## src/rtl/din_conditioner_if.sv

```systemverilog
// Signal bundle between the digital-input conditioner and its consumer.
// The master side is the conditioner; the slave side drives inputs and takes events.
interface din_conditioner_if #(
  parameter int N_CH   = 8,
  parameter int FILT_W = 8,
  parameter int CNT_W  = 16
) ();

  logic [N_CH-1:0]   i_d;
  logic [FILT_W-1:0] i_filt_clks;
  logic              i_en;
  logic              i_ready;
  logic [N_CH-1:0]   o_d;
  logic              o_valid;
  logic [N_CH-1:0]   o_state;
  logic [N_CH-1:0]   o_mask;
  logic              o_coalesced;
  logic [CNT_W-1:0]  o_evt_cnt;

  modport master (
    input  i_d, i_filt_clks, i_en, i_ready,
    output o_d, o_valid, o_state, o_mask, o_coalesced, o_evt_cnt
  );

  modport slave (
    output i_d, i_filt_clks, i_en, i_ready,
    input  o_d, o_valid, o_state, o_mask, o_coalesced, o_evt_cnt
  );

endinterface

```

## src/rtl/din_conditioner.sv

```systemverilog
// N-channel digital-input front end: synchronizer, per-channel glitch filter,
// and edge-event capture with a valid/ready handshake, coalescing and lost-edge flag.
module din_conditioner #(
  parameter int N_CH        = 8,
  parameter int SYNC_STAGES = 2,
  parameter int FILT_W      = 8,
  parameter int CNT_W       = 16
) (
  input  logic              i_clk,
  input  logic              i_reset,
  din_conditioner_if.master bus
);

  localparam int PRIME_W = $clog2(SYNC_STAGES + 2);
  localparam logic [PRIME_W-1:0] PRIME_LOAD = PRIME_W'(SYNC_STAGES + 1);

  typedef enum logic {EV_IDLE, EV_PENDING} ev_state_t;

  logic [N_CH-1:0]    sync_q [SYNC_STAGES];
  logic [N_CH-1:0]    sync_out;
  logic [FILT_W-1:0]  filt_cnt [N_CH];
  logic [FILT_W-1:0]  filt_cnt_next [N_CH];
  logic [N_CH-1:0]    d_q;
  logic [N_CH-1:0]    d_next;
  logic [N_CH-1:0]    chg;
  logic [PRIME_W-1:0] prime_cnt;
  logic               prime_done;

  ev_state_t          ev_q, ev_next;
  logic [N_CH-1:0]    mask_q, mask_next;
  logic [N_CH-1:0]    state_q, state_next;
  logic               coal_q, coal_next;
  logic [CNT_W-1:0]   cnt_q, cnt_next;

  always_ff @(posedge i_clk) begin
    if (i_reset) begin
      for (int k = 0; k < SYNC_STAGES; k++) sync_q[k] <= '0;
    end else begin
      sync_q[0] <= bus.i_d;
      for (int k = 1; k < SYNC_STAGES; k++) sync_q[k] <= sync_q[k-1];
    end
  end

  assign sync_out   = sync_q[SYNC_STAGES-1];
  assign prime_done = (prime_cnt == '0);

  // While priming, o_d simply tracks the synchronizer so idle-high pads never look like edges.
  // A shrunken hold count takes effect at once, hence >= rather than ==.
  always_comb begin
    d_next = d_q;
    for (int c = 0; c < N_CH; c++) begin
      filt_cnt_next[c] = '0;
      if (!prime_done) begin
        d_next[c] = sync_out[c];
      end else if (sync_out[c] != d_q[c]) begin
        if (filt_cnt[c] >= bus.i_filt_clks) begin
          d_next[c] = sync_out[c];
        end else begin
          filt_cnt_next[c] = filt_cnt[c] + FILT_W'(1);
        end
      end
    end
  end

  assign chg = (d_next ^ d_q) & {N_CH{bus.i_en & prime_done}};

  always_ff @(posedge i_clk) begin
    if (i_reset) begin
      d_q       <= '0;
      prime_cnt <= PRIME_LOAD;
      for (int c = 0; c < N_CH; c++) filt_cnt[c] <= '0;
    end else begin
      d_q <= d_next;
      if (!prime_done) prime_cnt <= prime_cnt - PRIME_W'(1);
      for (int c = 0; c < N_CH; c++) filt_cnt[c] <= filt_cnt_next[c];
    end
  end

  always_ff @(posedge i_clk) begin
    if (i_reset) begin
      ev_q    <= EV_IDLE;
      mask_q  <= '0;
      state_q <= '0;
      coal_q  <= 1'b0;
      cnt_q   <= '0;
    end else begin
      ev_q    <= ev_next;
      mask_q  <= mask_next;
      state_q <= state_next;
      coal_q  <= coal_next;
      cnt_q   <= cnt_next;
    end
  end

  // An accept with a same-cycle change reloads immediately so back-to-back edges cost no bubble;
  // a stalled consumer sees changes merged, with the lost-edge flag set on a repeat toggle.
  always_comb begin
    ev_next    = ev_q;
    mask_next  = mask_q;
    state_next = state_q;
    coal_next  = coal_q;
    cnt_next   = cnt_q;
    case (ev_q)
      EV_IDLE: begin
        if (|chg) begin
          ev_next    = EV_PENDING;
          mask_next  = chg;
          state_next = d_next;
          coal_next  = 1'b0;
        end
      end
      EV_PENDING: begin
        if (bus.i_ready) begin
          cnt_next = cnt_q + CNT_W'(1);
          if (|chg) begin
            mask_next  = chg;
            state_next = d_next;
            coal_next  = 1'b0;
          end else begin
            ev_next   = EV_IDLE;
            mask_next = '0;
            coal_next = 1'b0;
          end
        end else if (|chg) begin
          mask_next  = mask_q | chg;
          state_next = d_next;
          coal_next  = coal_q | (|(mask_q & chg));
        end
      end
      default: ev_next = EV_IDLE;
    endcase
  end

  assign bus.o_d         = d_q;
  assign bus.o_valid     = (ev_q == EV_PENDING);
  assign bus.o_state     = state_q;
  assign bus.o_mask      = mask_q;
  assign bus.o_coalesced = coal_q;
  assign bus.o_evt_cnt   = cnt_q;

endmodule

```

## src/flat_wrapper.sv

```systemverilog
// flat-port wrapper written by rule: the top's interface ports become plain ports
module din_conditioner_flat 
#(
  parameter int N_CH        = 8,
  parameter int SYNC_STAGES = 2,
  parameter int FILT_W      = 8,
  parameter int CNT_W       = 16
)
  (i_clk, i_reset, bus_i_d, bus_i_filt_clks, bus_i_en, bus_i_ready, bus_o_d, bus_o_valid, bus_o_state, bus_o_mask, bus_o_coalesced, bus_o_evt_cnt);
  din_conditioner_if #(.N_CH(N_CH), .FILT_W(FILT_W), .CNT_W(CNT_W)) bus_i ();
  input  logic i_clk;
  input  logic i_reset;
  input wire logic [$bits(bus_i.i_d)-1:0] bus_i_d;
  input wire logic [$bits(bus_i.i_filt_clks)-1:0] bus_i_filt_clks;
  input wire logic [$bits(bus_i.i_en)-1:0] bus_i_en;
  input wire logic [$bits(bus_i.i_ready)-1:0] bus_i_ready;
  output wire logic [$bits(bus_i.o_d)-1:0] bus_o_d;
  output wire logic [$bits(bus_i.o_valid)-1:0] bus_o_valid;
  output wire logic [$bits(bus_i.o_state)-1:0] bus_o_state;
  output wire logic [$bits(bus_i.o_mask)-1:0] bus_o_mask;
  output wire logic [$bits(bus_i.o_coalesced)-1:0] bus_o_coalesced;
  output wire logic [$bits(bus_i.o_evt_cnt)-1:0] bus_o_evt_cnt;
  assign bus_i.i_d = bus_i_d;
  assign bus_i.i_filt_clks = bus_i_filt_clks;
  assign bus_i.i_en = bus_i_en;
  assign bus_i.i_ready = bus_i_ready;
  assign bus_o_d = bus_i.o_d;
  assign bus_o_valid = bus_i.o_valid;
  assign bus_o_state = bus_i.o_state;
  assign bus_o_mask = bus_i.o_mask;
  assign bus_o_coalesced = bus_i.o_coalesced;
  assign bus_o_evt_cnt = bus_i.o_evt_cnt;
  din_conditioner #(.N_CH(N_CH), .SYNC_STAGES(SYNC_STAGES), .FILT_W(FILT_W), .CNT_W(CNT_W)) u_core (.i_clk(i_clk), .i_reset(i_reset), .bus(bus_i));
endmodule
```

## config.mk

```make
export PLATFORM = sky130hd
export DESIGN_NAME = din_conditioner_flat
export DESIGN_NICKNAME = d
export VERILOG_FILES = /design/src/rtl/din_conditioner_if.sv /design/src/rtl/din_conditioner.sv /design/src/flat_wrapper.sv
export SDC_FILE = /design/constraint.sdc
export NUM_CORES = 1
export LEC_CHECK = 0
export BUFFER_PORTS_ARGS = -buffer_cell sky130_fd_sc_hd__buf_2
export CAP_MARGIN = 20
export CORE_MARGIN = 4
export CORE_UTILIZATION = 40
export CTS_CLUSTER_DIAMETER = 50
export DETAILED_ROUTE_END_ITERATION = 12
export GPL_ROUTABILITY_DRIVEN = 0
export SYNTH_ARGS = -nofsm -noshare
export SYNTH_HDL_FRONTEND = slang
export SYNTH_SLANG_ARGS = --single-unit
```

## constraint.sdc

```tcl
create_clock -name i_clk -period 5.2 [get_ports i_clk]
set_input_delay 1.04 -clock i_clk [delete_from_list [all_inputs] [get_ports i_clk]]
set_output_delay 1.04 -clock i_clk [all_outputs]
set_load 0.005 [all_outputs]
```

==> out/metrics.cfg, run 1 <==
[logic_synthesis]
synth_area_leader_cell = dfxtp_1
synth-edff-count = 0
synthTopCellsByArea = dfxtp_1 (39%), ha_1 (15%), xor2_1 (7.1%), nor2_1 (6.8%), nand3_1 (3.2%)
synth_warnings = 0
post_synth.cell_area_avg_um2 = 9.397
synth_compound_area_frac = 0.09779
synth_top_family_by_area = simple AND/OR/NAND/NOR gates
ys.flop_type = dfxtp_1
postSynthCellCount = 674
syn_nets = 768
synth_xor_area_frac = 0.09818
ys_seq_area_frac = 0.3919
synth-simple-area-share = 0.2088
ys_ff_latch = 124
async_reset_ff_frac = 0
synthMuxAreaShare = 0.02845
syn-cell-area_um2 = 6334
ys_types = 50
synthAdderAreaFrac = 0.1462
synth_top_area_frac = 0.3919

[clocking]
cts.clk_slew.worst_paths_ns = 0.06
ctsResizeCount = 0
clock_path_buffers = 2
cts_root_buf = clkbuf_16
h-tree-depth = 4
postCtsSetupBuffers = 0
clk_latency_ns = 0.41
cts_hold_buf = 0
cts_buffers = 17
cts.sinks = 124
tritoncts = built

[setup_path]
critPathMaxFanout = 11
r2r-start = u_core.filt_cnt[0][32]
path_buf_inv = 2
critPathArrivalTime_ns = 4.12
r2r_cells = 9
cp_slowest_cell = nor4_4
required_ns = 5.52
start_kind = input port
path_delay_family = compound AO/OA/AOI/OAI gates
crit_cells = 10
r2r_slack_ns = 1.87
rr_endpoint = u_core.bus.o_mask[5]
crit_chain = buf_2 > inv_1 > ha_1 > a211oi_1 > o21ai_0 > o21bai_2 > a22o_1 > nor4_4 > nand2_2 > a311oi_1
path_class = input port to flop
max_stage_delay_ns = 0.81
cp-end-kind = flop

[floorplanning]
core_region_area_um2 = 15370
boundaryPins = 62
die_w_um = 133.8
rows = 45
dieArea_um2 = 17910
initial_utilization = 0.4120
dieHeight_um = 133.8

[power_and_ir_drop]
pwr-share-comb = 0.065
leakage_uw = 0.003212
power_switching_uw = 531.1
p_clk_frac = 0.504
p_int_uw = 1728
seq_power_share = 0.431
switching_share = 0.2351
irDropWorstVdd_v = 0.0002489
p_per_area_nw_per_um2 = 304.0

[global_routing]
grt_pass1_vias = 4688
grt_max_degree = 52
grt_util_all_layers = 0.1587
overflow = 0
grt_pass1_wl_um = 22950
antenna_found_initial = 0

[hold_path]
min_to = u_core.sync_q[0][10]
holdCritPathClass = flop to flop
hold_start = u_core.sync_q[0][2]
whs_path_depth = 1

[drt]
initialDrtViolationCount = 183
drc = 0
vias = 4835
dr.pass1.iters = 4
routed_wl_um = 13890
wl_per_cell_um = 14.39
drtAntennaViolNets = 0
vias_per_cell = 5.010

[sta]
min_period_ns = 3.801
hold_viol = 0
worstMarginPinSlew_ns = 0.9114
slew_headroom = 0.3878
clock_skew_ns = 0.01054
slew_violations = 0
grt_setup_unrepaired = no
finalSetupViolCount = 0
fin_crit_sh = 0.7310
fmax_ghz = 0.2631
tns_ns = 0

[final_layout]
syn2layout_area_growth_pct = 17.31
drive_above_1_share = 0.1552
num_antenna_cells = 0
finish.instance_area_um2 = 7430
nNetsFinal = 835
seq_area_um2 = 2482
fillers = 1430
multi_input_area_um2 = 3670

[job]
maxCapViolCount = 0

[placement]
place_area_um2 = 6849
io_buffers = 61
dp_hpwl_um = 10310

[run_status]
status = finished, final reports clean

-- area by class of cell --
class | count | share of cell area
clock buffer | 21 | 0.06332
clock inverter | 11 | 0.01482
inverter | 32 | 0.01617
multi-input combinational | 504 | 0.4939
sequential | 124 | 0.3341
tap | 211 | 0.03553
timing repair buffer | 62 | 0.04210
-- worst max path at each step --
stage                                   from                endpoint  slack, ns
final                     bus_i_filt_clks[5]    u_core.bus.o_mask[5]       1.40
after global routing      bus_i_filt_clks[1]    u_core.bus.o_mask[5]       1.19
after CTS                 bus_i_filt_clks[5]    u_core.bus.o_mask[5]       1.34
after detailed placement  bus_i_filt_clks[5]    u_core.bus.o_mask[5]       0.93
after global placement    bus_i_filt_clks[5]    u_core.bus.o_mask[7]       1.09
after floorplan           bus_i_filt_clks[5]  u_core.bus.o_coalesced       2.06
-- per-stage QoR --
step           std cells    util  setup WS (ns)  power, uW  hold WS (ns)
3_5_place_dp         933  0.4456         0.9346       1141        0.4220
2_1_floorplan        674       -          2.056       1097        0.4138
6_report             965  0.4834          1.399       2259        0.4385
4_1_cts              965  0.4834          1.343       2287        0.4396
5_1_grt              965  0.4834          1.191       2355        0.4592
3_3_place_gp         933  0.4456          1.087       1135        0.4194
-- worst register-to-register path, delay by kind of cell (launching register included) --
kind / cells / cell delay, ns
compound gates: 4 / 1.32
fa+ha+maj: 1 / 0.26
buf+inv: 1 / 0.06
flops: 1 / 0.40
simple gates: 3 / 1.19
-- state kept, by name, indices dropped and copies added, names as in the netlist --
register,flops
u_core.sync_q,16
u_core.bus.o_d,8
u_core.filt_cnt,64
u_core.bus.o_valid,1
u_core.prime_cnt,2
u_core.bus.o_mask,8
u_core.bus.o_coalesced,1
u_core.bus.o_evt_cnt,16
u_core.bus.o_state,8
-- metal layers --
| layer | global-route usage | wire length [um] | share of wire |
|---|---|---|---|
| met1 | 0.2103 | 6883 | 0.50 |
| met4 | 0.05200 | 208 | 0.015 |
| met5 | 0 | 0 | 0 |
| met2 | 0.2468 | 6174 | 0.44 |
| met3 | 0.04914 | 620 | 0.045 |
-- cells in the mapped netlist (all sizes together), types with 2 or more instances --
master / n
a32o: 2
or3: 5
or2: 2
xor2: 51
a311oi: 3
a22o: 2
nand2: 18
nor2b: 29
and3: 17
a2111o: 3
inv: 32
and4: 7
o21ai: 19
a21oi: 12
dfxtp: 124
buf: 2
ha: 74
and2: 8
nand4: 7
a2111oi: 5
o21a: 6
clkbuf: 12
a211oi: 14
o21bai: 4
nor2: 115
xnor2: 20
mux2: 8
nand3: 40
mux2i: 9
nand2b: 13
-- power by group through the flow --
stage | clock network, uW | registers, uW | logic [uW]
floorplan | 0 | 992 | 105
global placement | 0 | 993 | 142
detailed placement | 0 | 994 | 147
CTS | 1170 | 973 | 149
global route | 1210 | 974 | 166
finish | 1140 | 973 | 147
-- layout by cell type, fill, tap and decap left out, types with 6 or more instances in the layout --
cell	instances
dfxtp_1	124
nor2_1	115
ha_1	74
buf_2	61
xor2_1	51
nand3_1	40
inv_1	32
nor2b_1	29
xnor2_1	20
o21ai_0	18
nand2_1	17
and3_1	17
clkbuf_16	17
a211oi_1	13
nand2b_1	11
a21oi_1	10
mux2i_1	9
and2_1	8
mux2_2	8
and4_1	7
nand4_1	7
o21a_1	6
-- cells by family after synthesis --
family,after synthesis
simple gates,264
flops,124
fa+ha+maj,74
buf+inv,46
compound gates,78
xor+xnor,71
mux,17
No activity file was read; power rests on OpenSTA's default activity.
==> inputs of run 2 (changes only) <==
==> constraint.sdc (replaced) <==
create_clock -name i_clk -period 3.4 [get_ports i_clk]
set_input_delay 0.68 -clock i_clk [delete_from_list [all_inputs] [get_ports i_clk]]
set_output_delay 0.68 -clock i_clk [all_outputs]
set_load 0.005 [all_outputs]
==> run 2 against run 1 <==
Global-route usage grew 0.24 points. Die area unchanged. Total power grew 60%. Clock power increased by 65%. Non-clock buffer count is 8 higher. Combinational power rose by 57%. Register-to-register slack worse by 1.2 ns. Sequential share of layout area is 0.47 points lower. Worst hold slack worse by 0.0029 ns. Sequential cell count unchanged. Critical path depth unchanged. Count of clock-buffer cells in the layout is 1 lower. Critical path type unchanged. Critical endpoint is now u_core.bus.o_state[2].
==> out/metrics.cfg, run 2 (synthesis gave the netlist of run 1 again) <==
[clocking]
clk_latency_ns = 0.42  ; about the same
postCtsSetupBuffers = 0  ; unchanged
clock_path_buffers = 2  ; unchanged
cts_buffers = 17  ; unchanged
cts.clk_slew.worst_paths_ns = 0.06  ; about the same
cts.sinks = 124  ; unchanged
tritoncts = built
h-tree-depth = 4  ; unchanged
ctsResizeCount = 0  ; unchanged
cts_root_buf = clkbuf_16
cts_hold_buf = 0  ; unchanged

[setup_path]
max_stage_delay_ns = 0.38  ; -0.43 ns
path_delay_family = compound AO/OA/AOI/OAI gates
path_buf_inv = 3  ; +1
rr_endpoint = u_core.bus.o_state[2]
cp-end-kind = flop
r2r-start = u_core.filt_cnt[0][24]
start_kind = input port
crit_chain = buf_2 > inv_1 > ha_1 > a2111o_1 > a211oi_2 > o2bb2ai_1 > nor4_4 > buf_4 > mux2i_1 > nor2_1
path_class = input port to flop
critPathMaxFanout = 8  ; -3
r2r_slack_ns = 0.66  ; -1.21 ns
r2r_cells = 10  ; +1
cp_slowest_cell = a2111o_1
critPathArrivalTime_ns = 3.08  ; -1.04 ns
required_ns = 3.68  ; -1.84 ns

[floorplanning]
dieHeight_um = 133.8  ; unchanged
core_region_area_um2 = 15370  ; unchanged
boundaryPins = 62  ; unchanged
die_w_um = 133.8  ; unchanged
initial_utilization = 0.4120  ; unchanged
dieArea_um2 = 17910  ; unchanged
rows = 45  ; unchanged

[power_and_ir_drop]
leakage_uw = 0.003268  ; +1.7%
p_per_area_nw_per_um2 = 478.2  ; +57%
irDropWorstVdd_v = 0.0003349  ; +35%

[drt]
drc = 0  ; unchanged
vias = 4831  ; -0.083%
drtAntennaViolNets = 0  ; unchanged
initialDrtViolationCount = 161  ; -12%
routed_wl_um = 13790  ; -0.68%
wl_per_cell_um = 14.17  ; -1.5%
vias_per_cell = 4.965  ; -0.90%
dr.pass1.iters = 6  ; +2

[final_layout]
syn2layout_area_growth_pct = 18.98
num_antenna_cells = 0  ; unchanged
mostFrequentLayoutCell = dfxtp_1
finish.instance_area_um2 = 7536  ; +1.4%
most-common-layout-cells = dfxtp_1 (124), nor2_1 (115), ha_1 (74), buf_2 (61), xor2_1 (51)
top_register = u_core.filt_cnt
finalNonFillerCells = 973  ; +0.83%
drive_above_1_share = 0.1654  ; +0.01018
largest_reg_flops = 64  ; unchanged
fillers = 1432  ; +0.14%
nNetsFinal = 843  ; +0.96%

[placement]
dp_hpwl_um = 10490  ; +1.7%
place_area_um2 = 6909  ; +0.88%
dp.cells = 941  ; +0.86%
io_buffers = 61  ; unchanged

[sta]
fmax_ghz = 0.3573
finalSetupViolCount = 0  ; unchanged
slew_headroom = 0.4534  ; +0.06555
worstMarginPinSlew_ns = 0.8130  ; -0.09843 ns
clock_skew_ns = 0.01102  ; +0.0004829 ns
fin_crit_sh = 0.8231
tns_ns = 0  ; unchanged
grt_setup_unrepaired = no
min_period_ns = 2.799
hold_viol = 0  ; unchanged
slew_violations = 0  ; unchanged

[hold_path]
hold_start = u_core.sync_q[0][3]
whs_path_depth = 1  ; unchanged
min_to = u_core.sync_q[0][11]
holdCritPathClass = flop to flop

[global_routing]
grt_busiest_layer = met2
grt_max_degree = 39  ; -25%
antenna_found_initial = 0  ; unchanged
grtUsageMet2 = 0.2473  ; +0.0005615
grtUsageMet3 = 0.04651  ; -0.002626
overflow = 0  ; unchanged
grt_pass1_vias = 4832  ; +3.1%
grt_util_all_layers = 0.1610  ; +0.002352
use_met1 = 0.2127  ; +0.002399
grt_pass1_wl_um = 23360  ; +1.8%

[run_status]
status = finished, final reports clean

[job]
maxCapViolCount = 0  ; unchanged

==> run 2: worst max-delay path by stage <==
stage                        endpoint  cells past startpoint  slack [ns]               start
2_1_floorplan  u_core.bus.o_coalesced                     10        0.62  bus_i_filt_clks[5]
4_1_cts         u_core.bus.o_state[3]                     10        0.58  bus_i_filt_clks[1]
6_report        u_core.bus.o_state[2]                     10        0.60  bus_i_filt_clks[1]
3_3_place_gp    u_core.bus.o_state[0]                     10        0.24  bus_i_filt_clks[1]
3_5_place_dp    u_core.bus.o_state[3]                     10        0.15  bus_i_filt_clks[1]
5_1_grt         u_core.bus.o_state[6]                     10        0.31  bus_i_filt_clks[1]
==> run 2: area by class of cell <==
class / instances / area [um^2] / area share
Timing Repair Buffer: 70 / 372.9 / 0.04948
Tap cell: 211 / 264.0 / 0.03503
Clock buffer: 20 / 466.7 / 0.06193
Sequential cell: 124 / 2482 / 0.3294
Clock inverter: 12 / 160.2 / 0.02125
Multi-Input combinational cell: 504 / 3670 / 0.4870
Inverter: 32 / 120.1 / 0.01594
==> run 2: metrics by stage <==
step                utilization  hold slack, ns  setup slack, ns  total power, uW
floorplan                     -          0.4138           0.6160             1678
global placement         0.4495          0.4187           0.2372             1745
detailed placement       0.4495          0.4220           0.1510             1753
CTS                      0.4903          0.4358           0.5843             3646
global route             0.4903          0.4541           0.3132             3741
finish                   0.4903          0.4356           0.6015             3604
==> run 2: routing by layer <==
metal / wire length (um) / part of all wire / up-vias
met5: 0 / 0 / -
met4: 318 / 0.023 / 0
met3: 671 / 0.049 / 26
met2: 5952 / 0.43 / 108
met1: 6849 / 0.50 / 2217
li1: - / - / 2480
==> run 2: power breakdown <==
group | internal (uW) | switching (uW) | leakage, uW
registers | 1480 | 13.2 | 0.00100
logic | 102 | 129 | 0.00197
clock network | 1220 | 667 | 0.000296
==> inputs of run 3 (changes only) <==
==> constraint.sdc (replaced) <==
create_clock -name i_clk -period 2.4 [get_ports i_clk]
set_input_delay 0.48 -clock i_clk [delete_from_list [all_inputs] [get_ports i_clk]]
set_output_delay 0.48 -clock i_clk [all_outputs]
set_load 0.005 [all_outputs]
==> run 3 against run 2 <==
The run now ends with setup timing left. Clock skew fell by 0.0052 ns. Via count rose by 6.6%. Critical path depth rose by 2. Sequential power rose by 42%. Cell count rose by 6.9%. Highest routed layer unchanged. Setup slack got worse by 0.68 ns. Utilization rose by 6.3 points. Count of clock-buffer cells in the layout fell by 2.
==> out/metrics.cfg, run 3 (synthesis gave the netlist of run 1 again) <==
[drt]
vias = 5149  ; +6.6%
drc = 0  ; unchanged
wl_per_cell_um = 14.68  ; +3.6%
routed_wl_um = 15270  ; +11%
drtAntennaViolNets = 0  ; unchanged
vias_per_cell = 4.951  ; -0.28%
initialDrtViolationCount = 260  ; +61%
dr.pass1.iters = 4  ; -2

[floorplanning]
dieHeight_um = 133.8  ; unchanged
dieArea_um2 = 17910  ; unchanged
core_region_area_um2 = 15370  ; unchanged
boundaryPins = 62  ; unchanged
initial_utilization = 0.4120  ; unchanged
die_w_um = 133.8  ; unchanged
rows = 45  ; unchanged

[power_and_ir_drop]
p_int_uw = 3902  ; +40%
leakage_uw = 0.003667  ; +12%
irDropWorstVdd_v = 0.0004884  ; +46%
p_per_area_nw_per_um2 = 607.3  ; +27%
p_clk_frac = 0.494  ; -0.029
power_switching_uw = 1260  ; +56%
switching_share = 0.2440  ; +0.01939
pwr-share-comb = 0.098  ; +0.034
seq_power_share = 0.408  ; -0.005

[setup_path]
required_ns = 2.68  ; -1.00 ns
cp-end-kind = flop
r2r_cells = 10  ; unchanged
critPathMaxFanout = 6  ; -2
critPathArrivalTime_ns = 2.75  ; -0.33 ns
start_kind = input port
path_class = input port to flop

[global_routing]
grt_pass1_wl_um = 24770  ; +6.0%
overflow = 0  ; unchanged
grt_max_degree = 41  ; +5.1%
antenna_found_initial = 0  ; unchanged
grt_util_all_layers = 0.1728  ; +0.01177
grt_pass1_vias = 5179  ; +7.2%

[final_layout]
most-common-layout-cells = dfxtp_1 (119), nor2_1 (115), buf_4 (62), ha_1 (60), buf_2 (59)
seq_area_um2 = 2489  ; +0.25%
top_register = u_core.filt_cnt
num_antenna_cells = 0  ; unchanged
syn2layout_area_growth_pct = 34.20
multi_input_area_um2 = 4015  ; +9.4%
drive_above_1_share = 0.2979  ; +0.1326
nNetsFinal = 910  ; +7.9%
largest_reg_flops = 64  ; unchanged
fillers = 1327  ; -7.3%
mostFrequentLayoutCell = dfxtp_1
finish.instance_area_um2 = 8499  ; +13%

[sta]
slew_violations = 0  ; unchanged
clock_skew_ns = 0.005793  ; -0.005226 ns
fin_crit_sh = 1.031
finalWorstSetupSlack_ns = -0.07468  ; -0.6762 ns
finalSetupViolCount = 17  ; +17
worstMarginPinSlew_ns = 0.7254  ; -0.08760 ns
min_period_ns = 2.475
whs_ns = 0.2678  ; -0.1678 ns
fmax_ghz = 0.4041
slew_headroom = 0.5164  ; +0.06303
hold_viol = 0  ; unchanged
grt_setup_unrepaired = yes

[job]
maxCapViolCount = 0  ; unchanged

[run_status]
violations = setup timing
status = finished with violations

[clocking]
cts.sinks = 124  ; unchanged
clk_latency_ns = 0.42  ; about the same
cts_buffers = 17  ; unchanged
clock_path_buffers = 2  ; unchanged
h-tree-depth = 4  ; unchanged
cts.clk_slew.worst_paths_ns = 0.06  ; about the same
cts_hold_buf = 0  ; unchanged
tritoncts = built
cts_root_buf = clkbuf_16

[hold_path]
holdCritPathClass = input port to flop
whs_path_depth = 2  ; +1

[placement]
place_area_um2 = 7350  ; +6.4%
io_buffers = 61  ; unchanged
dp_hpwl_um = 10950  ; +4.4%

run 3: cell types whose count changed in the layout (fill, tap and decap cells not counted), moves of 7 or more:
cell / delta
ha_1: -14
inv_1: -10
buf_6: +10
buf_4: +53
a211oi_1: -8
a211oi_2: +7
ha_4: +13
run 3: layer usage:
metal / global-route usage / part of all wire / vias up
met1: 0.2219 / 0.48 / 2424
li1: - / - / 2613
met2: 0.2799 / 0.47 / 94
met3: 0.04126 / 0.036 / 18
met4: 0.07029 / 0.019 / 0
met5: 0 / 0 / -
run 3: final cells by class:
cell class,count,share of cell area
multi-input cells,504,0.4724
flip-flops and latches,124,0.2928
repair buffers,137,0.1178
clock buffers,18,0.05049
well taps,211,0.03106
clock inverters,14,0.01870
inverters,32,0.01678
run 3: power groups by stage:
| stage | registers (uW) | clock network, uW | logic [uW] |
|---|---|---|---|
| 5_1_grt | 2110 | 2710 | 551 |
| 3_5_place_dp | 2150 | 0 | 399 |
| 4_1_cts | 2110 | 2600 | 460 |
| 6_report | 2110 | 2550 | 505 |
| 3_3_place_gp | 2150 | 0 | 388 |
| 2_1_floorplan | 2150 | 0 | 236 |
run 3: final timing paths:
check	startpoint	to	slack [ns]
setup / recovery	bus_i_filt_clks[1]	u_core.bus.o_state[4]	-0.07
setup reg to reg	u_core.filt_cnt[0][29]	u_core.bus.o_state[4]	-0.06
hold / removal	bus_i_d[2]	u_core.sync_q[0][2]	0.27
hold reg to reg	u_core.sync_q[0][1]	u_core.sync_q[0][9]	0.43
run 3: critical path, stage by stage:
cell and delay [ns]:
buf_6 0.08, clkinvlp_4 0.14, buf_4 0.17, ha_1 0.30, a2111oi_2 0.35, o21bai_1 0.13, a32o_2 0.27, nor4_4 0.27
buf_6 0.17, buf_12 0.14, mux2i_1 0.19, nor2_1 0.05
run 3: timing repair:
action	CTS	global route
pin swaps	26	22
gates resized for setup	35	26
buffers inserted	13	11
hold endpoints to repair	0	0
gates cloned	1	0
endpoints found under the setup margin	17	19
run 3: through the flow:
stage | setup slack [ns] | power, uW | util | setup TNS [ns] | cells
4_1_cts | -0.1045 | 5165 | 0.5369 | -0.7553 | 1029
5_1_grt | -0.2196 | 5374 | 0.5530 | -3.013 | 1040
3_5_place_dp | -0.5703 | 2550 | 0.4781 | -14.43 | 983
3_3_place_gp | -0.4918 | 2538 | 0.4781 | -11.31 | 983
6_report | -0.07468 | 5161 | 0.5530 | -0.7464 | 1040
2_1_floorplan | -0.1299 | 2386 | - | -1.483 | 674
